[src/rtl/serial_adder_pkg.sv]
// Shared types and constants for the bit-serial adder controller.
// Imported by serial_adder_ctrl and by anything that needs its state encoding.
package serial_adder_pkg;

    localparam int SA_WIDTH_DEFAULT = 8;

    typedef enum logic [1:0] {
        IDLE,
        RUN,
        DONE
    } state_t;

endpackage

[src/rtl/serial_adder_ctrl_fa.sv]
// Single-bit full adder cell.
// The serial controller steps through the operands with this one cell.
module fulladder (
    input  logic a,
    input  logic b,
    input  logic c_in,
    output logic sum,
    output logic c_out
);

    assign sum   = a ^ b ^ c_in;
    assign c_out = (a & b) | (c_in & (a ^ b));

endmodule

[src/rtl/serial_adder_ctrl.sv]
// Bit-serial WIDTH-bit adder: one full adder cell, LSB first, one bit per clock.
// Operands arrive over a valid/ready handshake and the result leaves over another.
module serial_adder_ctrl
    import serial_adder_pkg::*;
#(
    parameter int WIDTH = SA_WIDTH_DEFAULT
) (
    input  logic             clk,
    input  logic             rst_n,
    input  logic             in_valid,
    output logic             in_ready,
    input  logic [WIDTH-1:0] a,
    input  logic [WIDTH-1:0] b,
    input  logic             c_in,
    output logic             out_valid,
    input  logic             out_ready,
    output logic [WIDTH-1:0] sum,
    output logic             c_out,
    output logic             busy
);

    localparam int                CNT_W    = $clog2(WIDTH);
    localparam logic [CNT_W-1:0] LAST_BIT = CNT_W'(WIDTH - 1);

    state_t           state;
    state_t           state_nxt;
    logic [WIDTH-1:0] a_sr;
    logic [WIDTH-1:0] b_sr;
    logic [WIDTH-1:0] sum_sr;
    logic [WIDTH-1:0] sum_q;
    logic             cy;
    logic             c_out_q;
    logic [CNT_W-1:0] bit_cnt;
    logic             fa_sum;
    logic             fa_cout;
    logic             last_bit;

    fulladder u_fa (
        .a     (a_sr[0]),
        .b     (b_sr[0]),
        .c_in  (cy),
        .sum   (fa_sum),
        .c_out (fa_cout)
    );

    assign last_bit = (bit_cnt == LAST_BIT);

    always_comb begin
        state_nxt = state;
        case (state)
            IDLE:    if (in_valid)  state_nxt = RUN;
            RUN:     if (last_bit)  state_nxt = DONE;
            DONE:    if (out_ready) state_nxt = IDLE;
            default: state_nxt = IDLE;
        endcase
    end

    // The published result lives in sum_q/c_out_q so it stays put while the
    // next operation reuses sum_sr and cy as scratch.
    always_ff @(posedge clk) begin
        if (!rst_n) begin
            state   <= IDLE;
            a_sr    <= '0;
            b_sr    <= '0;
            sum_sr  <= '0;
            sum_q   <= '0;
            cy      <= 1'b0;
            c_out_q <= 1'b0;
            bit_cnt <= '0;
        end else begin
            state <= state_nxt;
            case (state)
                IDLE: begin
                    if (in_valid) begin
                        a_sr    <= a;
                        b_sr    <= b;
                        cy      <= c_in;
                        bit_cnt <= '0;
                        sum_sr  <= '0;
                    end
                end
                RUN: begin
                    a_sr   <= a_sr >> 1;
                    b_sr   <= b_sr >> 1;
                    sum_sr <= {fa_sum, sum_sr[WIDTH-1:1]};
                    cy     <= fa_cout;
                    if (last_bit) begin
                        sum_q   <= {fa_sum, sum_sr[WIDTH-1:1]};
                        c_out_q <= fa_cout;
                    end else begin
                        bit_cnt <= bit_cnt + CNT_W'(1);
                    end
                end
                default: ;
            endcase
        end
    end

    assign in_ready  = (state == IDLE);
    assign out_valid = (state == DONE);
    assign busy      = (state != IDLE);
    assign sum       = sum_q;
    assign c_out     = c_out_q;

endmodule

[config.mk]
export PLATFORM = sky130hd
export DESIGN_NAME = serial_adder_ctrl
export DESIGN_NICKNAME = d
export VERILOG_FILES = /design/src/rtl/serial_adder_pkg.sv /design/src/rtl/serial_adder_ctrl_fa.sv /design/src/rtl/serial_adder_ctrl.sv
export SDC_FILE = /design/constraint.sdc
export NUM_CORES = 1
export LEC_CHECK = 0
export CAP_MARGIN = 20
export CORE_MARGIN = 5
export CORE_UTILIZATION = 46
export DETAILED_ROUTE_END_ITERATION = 7
export PLACE_DENSITY = 0.72
export SLEW_MARGIN = 20
export SYNTH_ARGS = -nofsm -noshare
export SYNTH_HDL_FRONTEND = slang
export SYNTH_HIERARCHICAL = 1
export SYNTH_SLANG_ARGS = --single-unit
export TNS_END_PERCENT = 10
[constraint.sdc]
create_clock -name clk -period 1.6 [get_ports clk]
set_input_delay 0.32 -clock clk [delete_from_list [all_inputs] [get_ports clk]]
set_output_delay 0.32 -clock clk [all_outputs]
set_load 0.005 [all_outputs]
==> impl_results.md, run 1 <==
* Status: finished clean
* TNS Setup at 0 ns
* Clk_lat worst skew at 0.28 ns
* Final hold slack at 0.454 ns
* Postcts setup bufs at 0
* Die W at 71.3 um
* Post-Syn Area per Cell at 10.5 um^2
* Final Non-Filler Cells at 248
* Row count at 22
* WL/cell at 13.3 um
* Cell family with most CP delay: buffers and inverters
* All-layer global routing usage at 0.145
* Routed Antenna Nets at 0
* Cells after synthesis at 165
* Critical path depth at 1
* Critical Path End: sum[7]
* Unrepaired setup endpoints after global routing: no
* Area growth syn-to-layout at 25.2%
* Yosys warning count at 6
* FF+latch count, synth at 38
* Antenna diode count at 0
* Crit path time final at 1.46 ns
* Worst setup path start: sum[7]$_SDFFE_PN0P_
* Largest net degree at the start of global routing at 31
* Die H at 71.3 um
* Reg2reg setup slack at 0.15 ns
* Die ar. at 5090 um^2
* Remaining DRCs at 0
* Clk_skew at 0.00819 ns
* Resized cells post-CTS at 9
* Max-slew violations at 0
* Critical Path RT at 1.28 ns
* Max Cap Violations at 0
* Yosys top cell area share at 0.440
* Worst Reg-to-Reg Cells at 5
* Number of fill cells at 319
* Vias in the first global route at 1358
* RR Startpoint: state[0]$_SDFFE_PN0P_
* Syn Nets at 189
* Initial antenna violation count at 0
* Vias at 1279
* TritonCTS buffer count at 5
* PnR worst setup slack at 0.139 ns
* Yosys cell types at 29
* Worst min path class: reg -> reg
* Vias per inst at 5.16
* Actual slew at the worst max-slew pin at 0.337 ns
* Register area at 766 um^2
* Clock sinks at 38
* Arrival @ worst endpoint at 1.14 ns
* Async SR Flop Fraction at 0
* GRT overflow at 0
* Area of the multi-input gates at 870 um^2
* Root Driver: clkbuf_8
* Global-route wire length before repair at 5830 um
* Bufs and invs on worst path at 1
* Tcrit/Tclk final at 0.913
* CTS tree: built
* Seq/Total Area, Yosys at 0.440
* Final hold violations at 0
* EDFF count, synth at 0
* Final nets at 223
* CP cell instances: clkdlybuf4s50_1
* Slew margin rel. at 0.775
* Mapped cell area at 1730 um^2
* Hold Buf Count CTS at 0
* Detailed placement HPWL at 2470 um
* Initial core utilization at 0.473
* Detailed-router iteration count before antenna repair at 4
* Clock tree buffer depth at 2
* Crit path kind: reg -> out
* # setup viols final at 0
* Clock transition at the registers of the reported paths at 0.08 ns
* Yosys top cell by area: dfxtp_1
* Port bufs at 32
* Worst Path Max Fanout at 2
* Crit path largest cell delay at 0.51 ns
* H-tree depth at 2
* DRT iter0 DRCs at 57
* Core ar. at 3660 um^2
* Leak at 0.969 nW
* Num ports at 33
* Drt total wl at 3300 um
* Most frequent cell after synthesis: dfxtp_1
* CP Capture Type: output pin
* Post-synth top cells: dfxtp_1 (38), nand2_1 (28), mux2i_1 (16)
* Dpl cells at 240
* Startpoint types: flip-flop
* Synth top area cells: dfxtp_1 (44%), mux2i_1 (9.3%), o211a_1 (8.7%), nand2_1 (6.1%), nor2b_1 (4.0%)
* PD cells at 888 nW/um^2
* Worst slack, placed at 0.0491 ns
* Placer Congestion at 0.739
* Slowest CP cell: clkdlybuf4s50_1
* Maximum vdd drop at 0.514 mV
* Fraction of layout cells with a size suffix above 1 at 0.120
* Max Clk Rate at 684 MHz
* Worst r2r dst: a_sr[1]$_SDFFE_PN0P_
* Main synth FF type: dfxtp_1
==> power by group <==
part           switching (mW)  internal (mW)
registers              0.0294          0.991
clock network           0.318          0.307
logic                   0.125          0.154
total                   0.472           1.45
==> worst min-delay path: stages, from the launching register on <==
cell and delay (ns):
dfxtp_1 0.31, nand2_1 0.05, a21boi_1 0.05
==> layout make-up <==
type,instances,share of cell area
Clock inverter,2,0.00635
Multi-Input combinational cell,114,0.401
Clock buffer,6,0.0335
Timing Repair Buffer,39,0.176
Sequential cell,38,0.353
Tap cell,48,0.0277
Inverter,1,0.00173
==> cell usage in the layout, fill, tap and decap left out, drive strengths merged <==
cell type | synthesis | routed
clkdlybuf4s50 | 0 | 29
and4bb | 1 | 1
clkbuf | 3 | 6
nand2 | 28 | 28
nor2 | 1 | 1
clkinv | 0 | 2
nand3 | 8 | 8
mux2i | 16 | 16
nand3b | 1 | 1
o211a | 15 | 15
dfxtp | 38 | 38
inv | 1 | 1
buf | 9 | 7
o21ba | 1 | 1
o21ai | 3 | 3
ha | 2 | 2
o21bai | 1 | 1
fa | 1 | 1
a22oi | 7 | 7
nand2b | 4 | 4
a21oi | 1 | 1
nor2b | 12 | 12
a21boi | 9 | 9
and2 | 1 | 1
a32oi | 2 | 2
dlygate4sd2 | 0 | 3
==> cell families (layout without fill, tap and decap cells) <==
kind of cell,after synthesis,count (layout),synth area share
compound gates,39,39,0.200
simple gates,56,56,0.176
buf+inv,13,48,0.0651
mux,16,16,0.0926
fa+ha+maj,3,3,0.0260
flops,38,38,0.440
==> registers in the layout (all words and copies together) (netlist names) <==
signal / count
c_out: 1
cy: 1
sum: 8
b_sr: 8
sum_sr: 7
state: 2
bit_cnt: 3
a_sr: 8
==> metal layers <==
layer  wire [um]  up-vias  GRT usage  share of wire
li1            -      648          -              -
met1        1400      602      0.166           0.43
met2        1670       25      0.248           0.51
met3         172        4     0.0407          0.052
met4          48        0     0.0689          0.015
met5           0        -          0              0
==> per-stage QoR <==
| stage | total power [mW] | utilization | area, um^2 |
|---|---|---|---|
| after floorplan | 1.25 | - | 1730 |
| after global placement | 1.31 | 0.565 | 2070 |
| after detailed placement | 1.33 | 0.565 | 2070 |
| after CTS | 1.95 | 0.592 | 2170 |
| after global routing | 2.03 | 0.592 | 2170 |
| final | 1.92 | 0.592 | 2170 |
==> worst min path at each step <==
stage / from / to / slack [ns] / cells past startpoint
after floorplan: bit_cnt[1]$_SDFFE_PN0P_ / bit_cnt[1]$_SDFFE_PN0P_ / 0.43 / 2
after global placement: bit_cnt[2]$_SDFFE_PN0P_ / bit_cnt[2]$_SDFFE_PN0P_ / 0.44 / 2
after detailed placement: sum[3]$_SDFFE_PN0P_ / sum[3]$_SDFFE_PN0P_ / 0.45 / 2
after CTS: sum[3]$_SDFFE_PN0P_ / sum[3]$_SDFFE_PN0P_ / 0.46 / 2
after global routing: sum[2]$_SDFFE_PN0P_ / sum[2]$_SDFFE_PN0P_ / 0.47 / 2
final: sum[3]$_SDFFE_PN0P_ / sum[3]$_SDFFE_PN0P_ / 0.45 / 2
Note: power is estimated with default switching activity, not from simulation.
==> inputs of run 2 (changes only) <==
- CORE_ASPECT_RATIO: not set -> 0.5
==> run 2 against run 1 <==
Against the previous run: design area grew 2.9%; register-to-register slack gained 0.07 ns; flip-flop and latch count is the same; critical path depth is the same; power grew 19%; clock power grew 60%; critical path type unchanged; highest routed layer unchanged.
==> impl_results.md, run 2 (synthesis gave the netlist of run 1 again) <==
* Reg2reg setup slack at 0.22 ns (+0.07 ns)
* Global-route wire length before repair at 5470 um (-6.2%)
* Core Util, Final at 0.632 (+0.0400)
* Maximum vdd drop at 0.465 mV (-9.6%)
* H-tree depth at 2 (unchanged)
* Min-Delay Startpoint: sum[1]$_SDFFE_PN0P_
* Cell depth of the worst min-delay path at 2 (unchanged)
* CTS tree: built
* Die H at 53.4 um (-25%)
* Critical Path RT at 1.28 ns (about the same)
* # setup viols final at 0 (unchanged)
* Initial antenna violation count at 0 (unchanged)
* Slew margin rel. at 0.779 (+0.00342)
* Fraction of layout cells with a size suffix above 1 at 0.125 (+0.00500)
* Final hold violations at 0 (unchanged)
* Vias per inst at 4.93 (-4.4%)
* Arrival @ worst endpoint at 1.12 ns (-0.02 ns)
* Final Non-Filler Cells at 251 (+1.2%)
* All-layer global routing usage at 0.137 (-0.00846)
* Cell family with most CP delay: buffers and inverters
* Worst Reg-to-Reg Cells at 5 (unchanged)
* Int Pwr at 1.81 mW (+25%)
* Routed Antenna Nets at 0 (unchanged)
* Vias in the first global route at 1224 (-9.9%)
* Die ar. at 5160 um^2 (+1.5%)
* CP Capture Type: output pin
* Status: finished clean
* Vias at 1237 (-3.3%)
* Max Cap Violations at 0 (unchanged)
* Total power at 2.30 mW (+19%)
* Die W at 96.7 um (+36%)
* Worst r2r dst: state[0]$_SDFFE_PN0P_
* Row count at 15 (-32%)
* Leak at 0.994 nW (+2.6%)
* TritonCTS buffer count at 5 (unchanged)
* TNS Setup at 0 ns (unchanged)
* Clock share of power at 0.436 (+0.111)
* Tcrit/Tclk final at 0.901 (-0.0120)
* Crit path kind: reg -> out
* Worst slack, placed at 0.00898 ns (-0.0402 ns)
* Switching share of power at 0.212 (-0.0334)
* Core ar. at 3530 um^2 (-3.6%)
* Final nets at 223 (unchanged)
* Actual slew at the worst max-slew pin at 0.332 ns (-0.00512 ns)
* GRT overflow at 0 (unchanged)
* Postcts setup bufs at 0 (unchanged)
* Worst Hold End: sum[1]$_SDFFE_PN0P_
* Crit path largest cell delay at 0.50 ns (about the same)
* Largest net degree at the start of global routing at 31 (unchanged)
* Worst Path Max Fanout at 2 (unchanged)
* Drt total wl at 3150 um (-4.4%)
* CP cell instances: clkdlybuf4s50_1
* Remaining DRCs at 0 (unchanged)
* Max Clk Rate at 693 MHz (+1.3%)
* Slowest CP cell: clkdlybuf4s50_1
* Sequential power share at 0.445 (-0.086)
* Initial core utilization at 0.490 (+0.0178)
* Worst min path class: reg -> reg
* PD cells at 1030 nW/um^2 (+16%)
* Antenna diode count at 0 (unchanged)
* Num ports at 33 (unchanged)
* Bufs and invs on worst path at 1 (unchanged)
* PnR worst setup slack at 0.158 ns (+0.0192 ns)
* Clk_lat worst skew at 0.29 ns (about the same)
* Commonest cells after routing, fill and taps aside: dfxtp_1 (36), clkdlybuf4s50_1 (29), nand2_1 (28), mux2i_1 (16), o211a_1 (15)
* DRT iter0 DRCs at 31 (-46%)
* Combinational share of power at 0.120 (-0.025)
* Most common cell after layout, fill and taps aside: dfxtp_1
* Number of fill cells at 314 (-1.6%)
* Area growth syn-to-layout at 28.9%
* RR Startpoint: bit_cnt[0]$_SDFFE_PN0P_
* Placer Congestion at 0.739 (+0.11%)
* Root Driver: clkbuf_8
* Crit path time final at 1.44 ns (-0.0192 ns)
* Net Sw Power at 487 uW (+3.1%)
* Clock tree buffer depth at 2 (unchanged)
* Dpl cells at 243 (+1.3%)
* Clock sinks at 38 (unchanged)
* WL/cell at 12.6 um (-5.5%)
* Startpoint types: flip-flop
* Clock transition at the registers of the reported paths at 0.07 ns (about the same)
* Clk_skew at 0.00577 ns (-0.00242 ns)
* Detailed-router iteration count before antenna repair at 4 (unchanged)
* Unrepaired setup endpoints after global routing: no
* Port bufs at 32 (unchanged)
* Detailed placement HPWL at 2220 um (-10%)
* Max-slew violations at 0 (unchanged)
==> run 2: cell types whose count changed in the layout (fill, tap and decap cells not counted) <==
cell	change
bufinv_16	+2
clkbuf_1	-1
clkbuf_8	+1
clkinv_2	-1
clkinv_4	-1
dfxtp_2	-1
dfxtp_4	+1
==> run 2: cell type report <==
| cell class | instances | area [um^2] | area share |
|---|---|---|---|
| multi-input cells | 114 | 870 | 0.390 |
| clock inverters | 2 | 60.1 | 0.0269 |
| clock buffers | 6 | 82.6 | 0.0370 |
| flip-flops and latches | 38 | 768 | 0.345 |
| repair buffers | 39 | 382 | 0.171 |
| inverters | 1 | 3.75 | 0.00168 |
| well taps | 51 | 63.8 | 0.0286 |
==> run 2: timing repair <==
action	4_1_cts	5_1_grt
hold buffers	0	0
resized for setup	10	0
endpoints found under the setup margin	3	0
endpoints found under the hold margin	0	0
==> run 2: layer usage <==
metal	vias up	track usage	routed length (um)
li1	648	-	-
met1	565	0.166	1550
met2	19	0.220	1440
met3	5	0.0421	106
met4	0	0.0769	57
met5	-	0	0
==> run 2: how the worst max path moves through the flow <==
stage | from | endpoint | slack (ns) | cells past startpoint
final | sum[5]$_SDFFE_PN0P_ | sum[5] | 0.16 | 1
after detailed placement | in_valid | a_sr[6]$_SDFFE_PN0P_ | 0.009 | 4
after global routing | bit_cnt[0]$_SDFFE_PN0P_ | bit_cnt[0]$_SDFFE_PN0P_ | 0.08 | 5
after global placement | in_valid | a_sr[2]$_SDFFE_PN0P_ | 0.06 | 4
after floorplan | bit_cnt[0]$_SDFFE_PN0P_ | bit_cnt[0]$_SDFFE_PN0P_ | 0.26 | 6
after CTS | sum[5]$_SDFFE_PN0P_ | sum[5] | 0.13 | 1
==> run 2: power by group through the flow <==
stage               sequential [mW]  clock, mW  combinational, mW
finish                         1.02       1.00              0.275
global route                   1.03       1.06              0.305
CTS                            1.02       1.03              0.279
detailed placement             1.04          0              0.280
global placement               1.04          0              0.274
floorplan                      1.03          0              0.212
==> run 2: metrics by stage <==
step                hold WS [ns]  instance area [um^2]
finish                     0.452                  2230
global route               0.474                  2230
CTS                        0.457                  2230
detailed placement         0.446                  2070
global placement           0.441                  2070
floorplan                  0.432                  1730
==> inputs of run 3 (changes only) <==
- CORE_ASPECT_RATIO: 0.5 -> 1.4
==> run 3 against run 2 <==
Against the previous run: clock skew shrank 0.0012 ns; die area fell by 1.1%; count of clock-buffer cells in the layout rose by 1; largest cell class unchanged.
==> impl_results.md, run 3 (synthesis gave the netlist of run 1 again) <==
* Status: finished clean
* Die ar. at 5110 um^2 (-1.1%)
* Crit path largest cell delay at 0.50 ns (about the same)
* Crit path kind: reg -> out
* Max Clk Rate at 691 MHz (-0.29%)
* Startpoint types: flip-flop
* Remaining DRCs at 0 (unchanged)
* Largest net degree at the start of global routing at 31 (unchanged)
* Clk_lat worst skew at 0.28 ns (about the same)
* TNS Setup at 0 ns (unchanged)
* DRT iter0 DRCs at 32 (+3.2%)
* Final hold violations at 0 (unchanged)
* Clock sinks at 38 (unchanged)
* Area growth syn-to-layout at 25.6%
* Max Cap Violations at 0 (unchanged)
* Most common cell after layout, fill and taps aside: dfxtp_1
* Fraction of layout cells with a size suffix above 1 at 0.119 (-0.00560)
* Hold Buf Count CTS at 0 (unchanged)
* Clock transition at the registers of the reported paths at 0.07 ns (about the same)
* Area of the multi-input gates at 865 um^2 (-0.58%)
* GRT overflow at 0 (unchanged)
* Root Driver: clkbuf_8
* Port bufs at 32 (unchanged)
* # setup viols final at 0 (unchanged)
* Met3 Use GR at 0.0420 (-0.000115)
* Commonest cells after routing, fill and taps aside: dfxtp_1 (36), clkdlybuf4s50_1 (29), nand2_1 (28), mux2i_1 (16), o211a_1 (15)
* TritonCTS buffer count at 5 (unchanged)
* CP cell instances: clkdlybuf4s50_1
* Die H at 82.6 um (+55%)
* Grt met2 use at 0.247 (+0.0271)
* Final nets at 224 (+0.45%)
* Actual slew at the worst max-slew pin at 0.330 ns (-0.00235 ns)
* PD cells at 954 nW/um^2 (-7.4%)
* Register area at 766 um^2 (-0.33%)
* Detailed placement HPWL at 2260 um (+1.8%)
* Vias per inst at 5.21 (+5.6%)
* Row count at 26 (+11)
* Core ar. at 3640 um^2 (+3.3%)
* Maximum vdd drop at 0.724 mV (+56%)
* Detailed-router iteration count before antenna repair at 2 (-2)
* Worst min path class: reg -> reg
* Placer Congestion at 0.713 (-3.5%)
* Routed Antenna Nets at 0 (unchanged)
* Cell family with most CP delay: buffers and inverters
* Critical Path RT at 1.28 ns (about the same)
* Total power at 2.07 mW (-9.7%)
* Num ports at 33 (unchanged)
* Slew margin rel. at 0.780 (+0.00156)
* GR Util met1 at 0.159 (-0.00692)
* CP Capture Type: output pin
* Number of fill cells at 318 (+1.3%)
* Die W at 61.8 um (-36%)
* H-tree depth at 2 (unchanged)
* Global-route wire length before repair at 5510 um (+0.64%)
* Antenna diode count at 0 (unchanged)
* Max-slew violations at 0 (unchanged)
* Worst Path Max Fanout at 2 (unchanged)
* Crit path time final at 1.45 ns (+0.00415 ns)
* Vias in the first global route at 1307 (+6.8%)
* Arrival @ worst endpoint at 1.13 ns (about the same)
* Bufs and invs on worst path at 1 (unchanged)
* Clk_skew at 0.00458 ns (-0.00119 ns)
* CTS tree: built
* Initial core utilization at 0.475 (-0.0155)
* Slowest CP cell: clkdlybuf4s50_1
* Vias at 1265 (+2.3%)
* Clock tree buffer depth at 2 (unchanged)
* Initial antenna violation count at 0 (unchanged)
* All-layer global routing usage at 0.142 (+0.00497)
* Drt total wl at 3030 um (-3.8%)
* Leak at 0.986 nW (-0.81%)
* Most Crowded Layer GR: met2
* Tcrit/Tclk final at 0.904 (+0.00259)
* WL/cell at 12.5 um (-0.61%)
* Unrepaired setup endpoints after global routing: no
-- run 3: cell count changes in the layout (fill, tap and decap cells not counted), sizes merged --
cell	previous run	this run
buf	7	8
bufinv	2	1
clkbuf	6	7
dlygate4sd2	3	2
dlymetal6s2s	0	1
-- run 3: where the power goes --
group	total (mW)	switching [mW]	internal, mW
Combinational	0.274	0.120	0.154
Clock	0.778	0.312	0.466
Sequential	1.02	0.0290	0.993
Total	2.07	0.461	1.61
-- run 3: layout make-up --
type | count | share of cell area
Multi-Input combinational cell | 114 | 0.398
Sequential cell | 38 | 0.352
Timing Repair Buffer | 40 | 0.175
Clock buffer | 7 | 0.0351
Tap cell | 42 | 0.0242
Clock inverter | 1 | 0.0138
Inverter | 1 | 0.00173
-- run 3: timing repair --
item | CTS | global route
hold endpoints to repair | 0 | 0
pin swaps | 0 | 1
gates cloned | 0 | 0
resized for setup | 6 | 2
setup buffers | 0 | 1
setup endpoints to repair | 3 | 1
-- run 3: per-layer routing --
| metal | share of wire | up-vias |
|---|---|---|
| met1 | 0.43 | 581 |
| met5 | 0 | - |
| met3 | 0.046 | 6 |
| met2 | 0.51 | 28 |
| met4 | 0.016 | 0 |
| li1 | - | 650 |
-- run 3: path summary, 6_finish.rpt --
path | from | endpoint | slack (ns) | depth (start not counted)
worst max register to register | state[0]$_SDFFE_PN0P_ | a_sr[2]$_SDFFE_PN0P_ | 0.20 | 5
worst min-delay path | sum[1]$_SDFFE_PN0P_ | sum[1]$_SDFFE_PN0P_ | 0.45 | 2
worst max-delay path | sum[0]$_SDFFE_PN0P_ | sum[0] | 0.15 | 1
worst min register to register | sum[1]$_SDFFE_PN0P_ | sum[1]$_SDFFE_PN0P_ | 0.45 | 2
-- run 3: metrics by stage --
step	instance area (um^2)	cells	hold WS (ns)	worst slack, ns	utilization
after global placement	2050	234	0.439	0.111	0.562
after floorplan	1730	165	0.432	0.261	-
final	2170	243	0.451	0.154	0.596
after CTS	2160	242	0.457	0.00274	0.593
after detailed placement	2050	234	0.447	0.0527	0.562
after global routing	2170	243	0.477	0.0905	0.596
-- run 3: worst register-to-register path: cells and delay by family, from the launching register on --
kind | cells | cell delay [ns]
mux | 1 | 0.24
flops | 1 | 0.38
simple gates | 1 | 0.08
buf+inv | 2 | 0.47
compound gates | 1 | 0.14
